`config.mk`:
```
export PLATFORM = sky130hd
export DESIGN_NAME = piso_frame_serializer
export DESIGN_NICKNAME = d
export VERILOG_FILES = /design/src/rtl/piso_frame_serializer.sv
export SDC_FILE = /design/constraint.sdc
export NUM_CORES = 1
export LEC_CHECK = 0
export CAP_MARGIN = 10
export CORE_MARGIN = 1.5
export CORE_UTILIZATION = 55
export DETAILED_ROUTE_END_ITERATION = 6
export PLACE_DENSITY = 0.83
export SETUP_SLACK_MARGIN = 0.5
export SLEW_MARGIN = 20
export SYNTH_ARGS = -nofsm -noshare
export SYNTH_HDL_FRONTEND = slang
export SYNTH_SLANG_ARGS = --single-unit
```
`constraint.sdc`:
```
create_clock -name clk -period 4.85 [get_ports clk]
set_input_delay 0.485 -clock clk [delete_from_list [all_inputs] [get_ports clk]]
set_output_delay 0.485 -clock clk [all_outputs]
set_load 0.02 [all_outputs]
```
`src/rtl/piso_frame_serializer.sv`:
```
// piso_frame_serializer: parallel-in/serial-out framer feeding a serial
// sequence detector. One-word holding register in front of a shift engine.
// Frames stream back-to-back with no idle bit between them.
//
// Handshake: a word transfers on a rising edge where in_valid && in_ready.
// Once in_valid is raised, the upstream keeps in_valid and in_data stable
// until that edge. in_ready never depends on in_valid.
module piso_frame_serializer #(
   parameter int WIDTH     = 8,
   parameter bit LSB_FIRST = 1'b1,
   parameter int CNT_W     = 8
) (
   input  logic             clk,
   input  logic             reset,
   input  logic [WIDTH-1:0] in_data,
   input  logic             in_valid,
   output logic             in_ready,
   input  logic             shift_en,
   output logic             serial_out,
   output logic             serial_valid,
   output logic             frame_start,
   output logic             busy,
   output logic [CNT_W-1:0] frames_sent
);

   localparam int BW = $clog2(WIDTH);
   localparam logic [BW-1:0] LAST_IDX = BW'(WIDTH - 1);

   typedef enum logic {
      IDLE  = 1'b0,
      SHIFT = 1'b1
   } state_t;

   state_t           state_q, state_d;
   logic             hold_full_q, hold_full_d;
   logic [WIDTH-1:0] hold_q, hold_d;
   logic [WIDTH-1:0] shift_q, shift_d;
   logic [BW-1:0]    bit_cnt_q, bit_cnt_d;
   logic [CNT_W-1:0] frames_q, frames_d;

   logic             last_bit;
   logic             load_fire;
   logic             accept;
   logic [WIDTH-1:0] shifted;

   // Handshake and engine-control decode from the current registered state.
   always_comb begin
      last_bit  = (state_q == SHIFT) && (bit_cnt_q == LAST_IDX);
      load_fire = shift_en && hold_full_q && ((state_q == IDLE) || last_bit);
      in_ready  = reset && (!hold_full_q || load_fire);
      accept    = in_valid && in_ready;
      if (LSB_FIRST) begin
         shifted = {1'b0, shift_q[WIDTH-1:1]};
      end else begin
         shifted = {shift_q[WIDTH-2:0], 1'b0};
      end
   end

   // Next-state: holding register fill/drain and the enabled shift engine.
   always_comb begin
      state_d     = state_q;
      hold_full_d = hold_full_q;
      hold_d      = hold_q;
      shift_d     = shift_q;
      bit_cnt_d   = bit_cnt_q;
      frames_d    = frames_q;

      // A same-edge accept refills the register that load_fire is draining.
      if (accept) begin
         hold_d      = in_data;
         hold_full_d = 1'b1;
      end else if (load_fire) begin
         hold_full_d = 1'b0;
      end

      if (shift_en) begin
         if (last_bit) begin
            frames_d = frames_q + CNT_W'(1);
         end
         if (load_fire) begin
            shift_d   = hold_q;
            bit_cnt_d = '0;
            state_d   = SHIFT;
         end else if (last_bit) begin
            bit_cnt_d = '0;
            state_d   = IDLE;
         end else if (state_q == SHIFT) begin
            shift_d   = shifted;
            bit_cnt_d = bit_cnt_q + BW'(1);
         end
      end
   end

   // State register; reset aborts any frame and drops the held word.
   always_ff @(posedge clk or negedge reset) begin
      if (!reset) begin
         state_q     <= IDLE;
         hold_full_q <= 1'b0;
         hold_q      <= '0;
         shift_q     <= '0;
         bit_cnt_q   <= '0;
         frames_q    <= '0;
      end else begin
         state_q     <= state_d;
         hold_full_q <= hold_full_d;
         hold_q      <= hold_d;
         shift_q     <= shift_d;
         bit_cnt_q   <= bit_cnt_d;
         frames_q    <= frames_d;
      end
   end

   // Outputs decoded only from registered state, so reset clears them at once.
   always_comb begin
      serial_valid = (state_q == SHIFT);
      frame_start  = (state_q == SHIFT) && (bit_cnt_q == '0);
      busy         = (state_q == SHIFT) || hold_full_q;
      frames_sent  = frames_q;
      if (state_q == SHIFT) begin
         serial_out = LSB_FIRST ? shift_q[0] : shift_q[WIDTH-1];
      end else begin
         serial_out = 1'b0;
      end
   end

endmodule

```
[Yosys cells after proc, flatten, opt, wreduce, memory -nomap -nowiden]
Cells that the tools add are included.
Operators by class
  reduce and logical (&&, ||, !) cells: 19
  $add $sub $neg: 2
  equality and inequality tests: 2
  bitwise logic cells: 1
  shifts and indexed selects: 0
  order comparisons: 0
  multipliers: 0
  div/mod/pow operators: 0
  muxes and demuxes: 11
Operators with widths (count)
  2-to-1 mux 8 bit: 3
  2-to-1 mux 3 bit: 3
  adder 8 x 1 -> 8 bit, second input constant: 1
  logical AND 1 bit: 6
  AND reduction 2 bit: 3
  nonzero test 2 bit: 3
  2-to-1 mux 1 bit: 5
  adder 3 x 1 -> 3 bit, second input constant: 1
  == test 3 bit, second input constant: 1
  logical NOT 3 bit: 1
  logical OR 1 bit: 3
  AND reduction 3 bit: 1
  nonzero test 3 bit: 1
  != test 2 x 1 -> 1 bit, second input constant: 1
  logical NOT 1 bit: 1
  NOT 1 bit: 1
Storage, ports and cells
  logic and storage cells: 41
  memories kept: 0
  bits in latches: 0
  output and inout bits: 13
  memory bits (read-only): 0
  RAM bits: 0
  flip-flop bits (word level): 29
  input bits: 12

[Logic depth before layout (Yosys ltp)]
Gate-level depths: netlist of run 1.
  word-level depth: 8
  mapped depth: 7
  depth with buffers taken out: 6

[Worst setup path after synthesis of run 1]
Ideal clock, no wire load.
  path type: reg2out
  start point: register bit_cnt_q[0]
  end point: output in_ready
  arrival: 1.259 ns
  required time: 4.365 ns
  path buffers: 0
  setup slack: 3.106 ns
  cell stages (with the launch flop): 6
  cells stage by stage: dfrtp_1 -> ha_1 -> ha_1 -> nor2b_4 -> o21ai_2 -> and2_1
On the way
  word-level cells in the longest chain between the ends: 6
RTL lines
  from (decl): line 38  | logic [BW-1:0] bit_cnt_q, bit_cnt_d;
  from (signal assigned): line 108  | bit_cnt_q <= bit_cnt_d;
  == test 3 bit: line 48  | last_bit = (state_q == SHIFT) && (bit_cnt_q == LAST_IDX);
  logical AND 1 bit: line 48
  logical OR 1 bit: line 49  | load_fire = shift_en && hold_full_q && ((state_q == IDLE) || last_bit);
  logical AND 1 bit: line 49
  logical OR 1 bit: line 50  | in_ready = reset && (!hold_full_q || load_fire);
  logical AND 1 bit: line 50
  to (decl): line 17  | output logic in_ready,
No other way between the ends.

[Final worst setup path of run 1]
  start point: input shift_en
  end point: output in_ready
On the way
  word-level cells in the longest chain between the ends: 4
RTL lines
  from (decl): line 18  | input logic shift_en,
  logical AND 1 bit (2 in a row): line 49
  logical OR 1 bit: line 50
  logical AND 1 bit: line 50
No other way between the ends.

==> results of run 1 <==
## sequential cells by signal, indices dropped and copies added, names as in the netlist
name          flops
frames_sent       8
hold_full_q       1
hold_q            8
serial_valid      1
bit_cnt_q         3
shift_q           8
## power groups by stage
| stage | sequential (mW) | combinational [mW] | clock (mW) |
|---|---|---|---|
| floorplan | 0.388 | 0.200 | 0 |
| global placement | 0.389 | 0.276 | 0 |
| detailed placement | 0.393 | 0.285 | 0 |
| CTS | 0.389 | 0.286 | 0.170 |
| global route | 0.403 | 0.311 | 0.179 |
| finish | 0.391 | 0.283 | 0.164 |
## how the worst min path moves through the flow
stage	from	endpoint	slack, ns
2_1_floorplan	reset	bit_cnt_q[0]	0.19
3_3_place_gp	frames_sent[7]	frames_sent[7]	0.46
3_5_place_dp	frames_sent[7]	frames_sent[7]	0.47
4_1_cts	frames_sent[7]	frames_sent[7]	0.48
5_1_grt	frames_sent[7]	frames_sent[7]	0.52
6_report	frames_sent[7]	frames_sent[7]	0.47
## cell type report
cell class	count	area, um2
fillers	169	612
well taps	28	35.0
clock buffers	7	65.1
multi-input cells	78	571
repair buffers	25	248
flip-flops and latches	29	726
inverters	4	15.0
clock inverters	1	5.00
## cells in the mapped netlist, drive strengths merged, types with 3 or more instances
master,n,area share [%]
mux2,10,11
dfrtp,29,54
nor2,11,3.0
a22o,3,1.9
inv,4,1.1
o22ai,8,3.7
nand2,13,3.8
a21oi,8,3.0
nand3,3,1.1
xor2,3,1.9
xnor2,4,2.6
buf,3,2.7
ha,4,3.7
## kinds of logic (layout without fill, tap and decap cells)
logic type               Yosys count  in the layout  synth area share [%]
AND/OR/NAND/NOR                   36             36                  13.6
flip-flops                        29             29                  53.5
AO/OA/AOI/OAI                     21             21                  9.78
multiplexers                      10             10                  10.5
buffers and inverters              9             37                  4.43
XOR/XNOR                           7              7                  4.52
adder cells (fa/ha/maj)            4              4                  3.69
## worst max-delay path, cell delays in order
cell             delay, ns
clkdlybuf4s50_1       0.81
inv_1                 0.12
o21ai_2               0.18
and2_1                0.14
clkdlybuf4s50_1       0.60
## routing by layer
metal / GRT usage, % / wire length, um / part of all wire (%) / up-vias
met4: 7.69 / 46 / 1.9 / 0
met5: 0 / 0 / 0 / -
met3: 7.71 / 120 / 5.0 / 5
met1: 26.8 / 1050 / 44 / 473
li1: - / - / - / 455
met2: 34.2 / 1180 / 49 / 34
==> key figures, run 1 <==
Drt
  – Final WL: 2410 um
  – Routed Antenna Nets: 0
  – First DRT Iteration DRCs: 7
  – Wire per inst: ~14 um
  – DRC Markers: 0
  – DR vias/cell: 5.62
  – Vias: just under 1000
  – Pre-antenna DRT Iters: 4

STA
  – Count of pins over their slew limit: 0
  – Clk_skew: 0.0118 ns
  – Relative max-transition margin: 62.6%
  – TNS Setup: 0 ns
  – Fin crit period: 2.82 ns
  – Highest clock rate: 0.354 GHz
  – Worst Tran Pin Value: 0.560 ns
  – Final count of hold timing violations: 0
  – Worst hold margin: 0.475 ns
  – Final WS setup: 2.03 ns
  – Final worst-path cycle share: approximately 58%
  – RSZ-0062 raised after global routing: no
  – Final setup violation count: 0

Synth
  – Yosys Warn Count: 0
  – Cell area after synthesis: about 1400 um2
  – Syn Nets: 132
  – Post-synth top flop: dfrtp_1
  – Fraction of registers with async set/reset: 100%
  – Post-synthesis cell type count: 28
  – #FFs+latches synth: 29
  – Post-Synthesis Cells: 116
  – Sequential share of the synthesized area: 53.5%
  – Mean post-synth cell area: 11.7 um2
  – Number of enable flip-flop cells after synthesis: 0

Floorplanning
  – Initial Util: 59.6%
  – CORE AREA: 2280 um2
  – Rows: 17
  – I/O Pins: 25
  – DIE WIDTH: roughly 53 um
  – Die ar.: 2770 um2
  – Die height: 52.7 um

Critical path
  – CP Capture Type: output pin
  – Setup crit start kind: input port
  – RR Endpoint: hold_q[5]
  – Reg2Reg Setup Slack: 2.92 ns
  – Arr. time, crit path: 2.34 ns
  – Crit path from: shift_en
  – Worst R2R Start: bit_cnt_q[0]
  – R2R cell count: 6
  – Maximum fanout along the worst path: 16
  – Type of the worst setup path: in -> out
  – CP endpoint: in_ready
  – CP required: 4.37 ns

Power and ir drop
  – Clock power share: between 10% and 20%
  – Total power: 0.837 mW
  – Combinational fraction of design power: 33.8%
  – Pleak: 0.743 nW
  – Pwr per Cell Area: between 500 and 600 nW/um2
  – Sw frac: 31.6%
  – Peak supply drop: 0.371 mV
  – Share of total power in sequential cells: 46.7%
  – NetSw: around 0.26 mW
  – Power Internal: 0.573 mW

Final layout
  – Fin nets: ~160
  – Area growth syn-to-layout: 22.7%
  – Fin area: 1660 um2
  – Most frequent cells in the layout: dfrtp_1, clkdlybuf4s50_1, nand2_1, nor2_1
  – Commonest non-fill, non-tap cell in the layout: dfrtp_1
  – Fin util: 73.1%
  – Fin cells: 172
  – Diode count: 0
  – Share of cells above drive strength 1: 17.4%

Global route
  – Vias in the first global route: 951
  – GR Overflow Total: 0
  – Gr usage total: 21.5%
  – Largest net degree at the start of global routing: 20
  – First-pass GRT wire length: 4220 um
  – Initial antenna violation count: 0

Placed design
  – RePlAce Congestion: ~0.77
  – Inst Count DP: 164
  – DP Worst Slack: about 2.0 ns
  – DP HPWL: around 1700 um
  – Port buffer count: 24
  – Placed cell area: 1590 um2

Job
  – Max cap viols: 0

Clocking
  – CTS H-tree lvls: 2
  – Post-CTS Resized: 0
  – Clock latency on the worst-skew pair: 0.32 ns
  – Sink Count: 29
  – Num CTS Buffers: 5
  – CTS tree: yes
  – CTS max path bufs: 2
  – Clock transition at path regs: 0.09 ns
  – Hold buffers post-CTS: 0
  – Postcts setup bufs: 0
  – Clock root buffer: clkbuf_4

Run status
  – Run status: finished, final reports clean

Hold path
  – Tightest Hold Check Type: reg -> reg
  – Worst hold path depth: 1
Note: power is estimated with default switching activity, not from simulation.
==> run 2: changes to the inputs <==
--- a/config.mk
+++ b/config.mk
@@ -7,9 +7,9 @@
 export LEC_CHECK = 0
 export CAP_MARGIN = 10
 export CORE_MARGIN = 1.5
-export CORE_UTILIZATION = 55
+export CORE_UTILIZATION = 51
 export DETAILED_ROUTE_END_ITERATION = 6
-export PLACE_DENSITY = 0.83
+export PLACE_DENSITY = 0.78
 export SETUP_SLACK_MARGIN = 0.5
 export SLEW_MARGIN = 20
 export SYNTH_ARGS = -nofsm -noshare
==> constraint.sdc (replaced) <==
create_clock -name clk -period 2.9 [get_ports clk]
set_input_delay 0.29 -clock clk [delete_from_list [all_inputs] [get_ports clk]]
set_output_delay 0.29 -clock clk [all_outputs]
set_load 0.02 [all_outputs]
==> run 2 against run 1 <==
Effect of this change:
- core utilization fell by 6.7 points
- global-route usage fell by 1.4 points
- sequential power rose by 67%
- highest routed layer unchanged
- via count fell by 1.4%
- sequential share of layout area rose by 0.099 points
- clock-buffer cell count did not move
- critical path type is now reg -> out
- total power rose by 65%
- design area fell by 0.23%
- register-to-register slack got worse by 1.9 ns
- critical path depth rose by 1
- final cell count rose by 1.2%
==> key figures, run 2 (synthesis gave the netlist of run 1 again) <==
Critical path
  – Buf+Inv Stages, Crit Path: 1
  – CP max stage delay: 0.41 ns
  – Arr. time, crit path: 1.86 ns
  – Worst R2R Start: bit_cnt_q[0]
  – Maximum fanout along the worst path: 8
  – CP cell instances: ha_1 > ha_2 > nor2b_4 > o21ai_2 > and2_1 > dlygate4sd2_1
  – Reg2Reg Setup Slack: 1.04 ns
  – Critical path's top delay family: adder cells
  – Setup crit start kind: register
  – R2R cell count: 6
  – CP Capture Type: output pin
  – RR Endpoint: hold_q[5]
  – CP required: about 2.6 ns
  – CP max-delay cell: dfrtp_1
  – Type of the worst setup path: reg -> out

Floorplanning
  – DIE WIDTH: 54.6 um
  – Die ar.: 2980 um2
  – CORE AREA: around 2500 um2
  – I/O Pins: 25
  – Rows: 18
  – Initial Util: 54.3%
  – Die height: ~55 um

STA
  – Count of pins over their slew limit: 0
  – Clk_skew: 0.0106 ns
  – TNS Setup: 0 ns
  – Relative max-transition margin: 75.7%
  – Worst Tran Pin Value: 0.364 ns
  – Final WS setup: about 0.75 ns
  – Final count of hold timing violations: 0
  – Highest clock rate: 0.464 GHz
  – RSZ-0062 raised after global routing: no
  – Final setup violation count: 0
  – Worst hold margin: between 0.4 and 0.5 ns
  – Fin crit period: 2.15 ns
  – Final worst-path cycle share: 74.3%

Global route
  – GR Overflow Total: 0
  – First-pass GRT wire length: 3990 um
  – Vias in the first global route: 869
  – Largest net degree at the start of global routing: 30
  – Initial antenna violation count: 0
  – Gr usage total: roughly 20%

Placed design
  – Placed cell area: roughly 1600 um2
  – Inst Count DP: 167
  – DP Worst Slack: between 0.7 and 0.8 ns
  – RePlAce Congestion: 0.785
  – DP HPWL: 1670 um
  – Port buffer count: 24

Drt
  – DRC Markers: 0
  – First DRT Iteration DRCs: 21
  – Pre-antenna DRT Iters: 4
  – DR vias/cell: 5.48
  – Wire per inst: 14.4 um
  – Routed Antenna Nets: 0
  – Final WL: 2510 um
  – Vias: 953

Final layout
  – Share of cells above drive strength 1: 17.4%
  – Fin cells: 174
  – Fin nets: 160
  – Fin util: 66.4%
  – Commonest non-fill, non-tap cell in the layout: dfrtp_1
  – Diode count: 0
  – Area growth syn-to-layout: 22.4%
  – Most frequent cells in the layout: dfrtp_1, clkdlybuf4s50_1, nand2_1, nor2_1
  – Fin area: 1660 um2

Power and ir drop
  – Total power: around 1.4 mW
  – Pwr per Cell Area: about 830 nW/um2
  – NetSw: 0.451 mW
  – Share of total power in sequential cells: 47.1%
  – Sw frac: ~33%
  – Power Internal: 0.933 mW
  – Combinational fraction of design power: 34.6%
  – Pleak: 0.740 nW
  – Peak supply drop: 0.643 mV
  – Clock power share: a little under a fifth

Clocking
  – Clock root buffer: clkbuf_4
  – Clock latency on the worst-skew pair: 0.33 ns
  – CTS max path bufs: 2
  – CTS tree: yes
  – Hold buffers post-CTS: 0
  – Num CTS Buffers: 5
  – CTS H-tree lvls: 2
  – Clock transition at path regs: 0.09 ns
  – Sink Count: 29

Job
  – Max cap viols: 0

Hold path
  – Tightest Hold Check Type: in -> async

Run status
  – Run status: finished, final reports clean
-- run 2: changes by cell type in the layout (fill, tap and decap cells not counted) --
cell | before | now
buf_4 | 1 | 2
clkbuf_1 | 0 | 1
clkbuf_8 | 2 | 1
clkdlybuf4s50_1 | 24 | 23
clkinv_2 | 1 | 0
dlygate4sd2_1 | 0 | 1
ha_1 | 4 | 3
ha_2 | 0 | 1
-- run 2: power groups by stage --
stage / Combinational, mW / Sequential, mW / Clock [mW]
6_report: 0.479 / 0.652 / 0.252
5_1_grt: 0.533 / 0.671 / 0.280
4_1_cts: 0.486 / 0.652 / 0.258
3_5_place_dp: 0.478 / 0.656 / 0
3_3_place_gp: 0.462 / 0.648 / 0
2_1_floorplan: 0.335 / 0.649 / 0
-- run 2: how the worst max path moves through the flow --
stage	to	cells past startpoint	slack, ns	start
6_report	in_ready	6	0.75	bit_cnt_q[0]
5_1_grt	in_ready	6	0.67	bit_cnt_q[0]
4_1_cts	in_ready	6	0.73	bit_cnt_q[0]
3_5_place_dp	in_ready	6	0.79	bit_cnt_q[0]
3_3_place_gp	in_ready	6	0.84	bit_cnt_q[0]
2_1_floorplan	hold_q[0]	7	1.19	bit_cnt_q[0]
-- run 2: layout make-up --
cell class	count	area, um2
Fill cell	204	840
Sequential cell	29	726
Multi-Input combinational cell	78	573
Timing Repair Buffer	26	254
Clock buffer	7	55.1
Tap cell	30	37.5
Inverter	4	15.0
-- run 2: metal layers --
| metal | part of all wire (%) | GRT usage (%) | vias up |
|---|---|---|---|
| li1 | - | - | 455 |
| met1 | 44 | 25.2 | 465 |
| met2 | 49 | 31.5 | 31 |
| met3 | 6.1 | 5.74 | 2 |
| met4 | 0.92 | 10.0 | 0 |
| met5 | 0 | 0 | - |
-- run 2: timing repair --
item / in CTS / in global routing
resized for setup: 2 / 0
setup buffers: 0 / 0
endpoints found under the setup margin: 1 / 0
==> run 3: changes to the inputs <==
==> constraint.sdc (replaced) <==
create_clock -name clk -period 2.1 [get_ports clk]
set_input_delay 0.21 -clock clk [delete_from_list [all_inputs] [get_ports clk]]
set_output_delay 0.21 -clock clk [all_outputs]
set_load 0.02 [all_outputs]
==> run 3 against run 2 <==
Effect of this change:
- combinational power rose by 57%
- core utilization rose by 5.5 points
- via count rose by 5.1%
==> key figures, run 3 (synthesis gave the netlist of run 1 again) <==
Final layout
  – Fill cells: about 190
  – Commonest non-fill, non-tap cell in the layout: dfrtp_1
  – Fin nets: between 150 and 200
  – Share of cells above drive strength 1: between 20% and 30%
  – Area growth syn-to-layout: 32.6%
  – Fin area: 1800 um2
  – Most frequent cells in the layout: dfrtp_1, nand2_1, clkdlybuf4s50_1, nor2_1, buf_4
  – Fin util: 71.9%
  – Fin cells: 183
  – Diode count: 0

Power and ir drop
  – Sw frac: 32.8%
  – Total power: 2.04 mW
  – Share of total power in sequential cells: roughly 44%
  – NetSw: between 0.6 and 0.7 mW
  – Pwr per Cell Area: approximately 1100 nW/um2
  – Peak supply drop: 0.753 mV
  – Pleak: 0.899 nW
  – Combinational fraction of design power: 36.8%
  – Clock power share: 19.1%
  – Power Internal: roughly 1.4 mW

STA
  – Final worst-path cycle share: a little under nine tenths
  – Final WS setup: between 0.3 and 0.4 ns
  – RSZ-0062 raised after global routing: yes
  – Final setup violation count: 0
  – TNS Setup: 0 ns
  – Worst Tran Pin Value: 0.369 ns
  – Count of pins over their slew limit: 0
  – Final count of hold timing violations: 0
  – Worst hold margin: around 0.41 ns
  – Highest clock rate: 0.556 GHz
  – Fin crit period: 1.80 ns
  – Clk_skew: 0.0115 ns
  – Relative max-transition margin: 75.4%

Clocking
  – Clock transition at path regs: 0.10 ns
  – Num CTS Buffers: 5
  – Clock latency on the worst-skew pair: 0.33 ns
  – CTS max path bufs: 2
  – CTS H-tree lvls: 2
  – CTS tree: yes
  – Clock root buffer: clkbuf_4
  – Sink Count: 29

Run status
  – Run status: finished, final reports clean

Floorplanning
  – Initial Util: 54.3%
  – Die height: 54.6 um
  – I/O Pins: 25
  – Rows: 18
  – CORE AREA: 2500 um2
  – DIE WIDTH: 54.6 um
  – Die ar.: 2980 um2

Placed design
  – Placed cell area: 1630 um2
  – Inst Count DP: 168
  – Port buffer count: 24
  – DP HPWL: 1790 um
  – RePlAce Congestion: between 0.7 and 0.8
  – DP Worst Slack: between 0.15 and 0.2 ns

Critical path
  – Type of the worst setup path: reg -> out
  – CP Capture Type: output pin
  – Worst R2R Start: bit_cnt_q[1]
  – Maximum fanout along the worst path: 3
  – CP required: 1.89 ns
  – Arr. time, crit path: 1.59 ns
  – Setup crit start kind: register
  – Crit path from: bit_cnt_q[1]

Drt
  – Vias: 1002
  – DR vias/cell: 5.48
  – Routed Antenna Nets: 0
  – Pre-antenna DRT Iters: 4
  – Final WL: 2800 um
  – DRC Markers: 0
  – Wire per inst: 15.3 um
  – First DRT Iteration DRCs: 18

Global route
  – Initial antenna violation count: 0
  – GR Overflow Total: 0
  – Vias in the first global route: 981
  – Gr usage total: 21.1%
  – First-pass GRT wire length: 4350 um
  – Largest net degree at the start of global routing: 30

Hold path
  – Tightest Hold Check Type: in -> async

Job
  – Max cap viols: 0
run 3: changes by cell type in the layout (fill, tap and decap cells not counted), sizes merged:
cell,previous run,this run
clkinv,0,1
dlygate4sd2,1,4
dlymetal6s2s,0,5
buf,2,13
clkdlybuf4s50,23,12
run 3: area by class of cell:
| cell class | count | area [um2] | area share (%) |
|---|---|---|---|
| clock buffers | 7 | 65.1 | 3.62 |
| inverters | 4 | 15.0 | 0.835 |
| flip-flops and latches | 29 | 726 | 40.4 |
| repair buffers | 34 | 327 | 18.2 |
| well taps | 30 | 37.5 | 2.09 |
| clock inverters | 1 | 5.00 | 0.278 |
| multi-input cells | 78 | 623 | 34.7 |
run 3: critical path, cell delays in order, from the launching register on:
cell and delay [ns]:
dfrtp_1 0.39, ha_2 0.20, ha_4 0.17, nor2b_4 0.14
o21ai_4 0.08, and2_4 0.16, buf_6 0.12
run 3: power groups by stage:
stage	Combinational (mW)	Sequential, mW	Clock [mW]
floorplan	0.474	0.901	0
CTS	0.713	0.894	0.400
global placement	0.659	0.898	0
finish	0.751	0.899	0.389
global route	0.813	0.926	0.420
detailed placement	0.689	0.905	0
run 3: worst paths after layout:
| path | cells after the start | endpoint | slack, ns |
|---|---|---|---|
| min in group clk | 1 | frames_sent[7] | 0.49 |
| hold reg to reg | 1 | frames_sent[7] | 0.49 |
| setup / recovery | 6 | in_ready | 0.30 |
| hold / removal | 2 | frames_sent[6] | 0.41 |
| max in group asynchronous | 2 | shift_q[2] | 1.41 |
| setup reg to reg | 7 | hold_q[2] | 0.42 |
run 3: timing repair:
action	CTS	global route
setup endpoints to repair	22	24
setup buffers	5	2
hold endpoints to repair	0	0
hold buffers	0	0
pin swaps	3	0
gates resized for setup	19	12
run 3: per-layer routing:
metal	vias to the layer above	wire length [um]	GRT usage, %
met4	0	34	9.17
met3	6	170	6.01
met1	487	1160	25.5
met2	37	1440	35.1
li1	472	-	-
met5	-	0	0
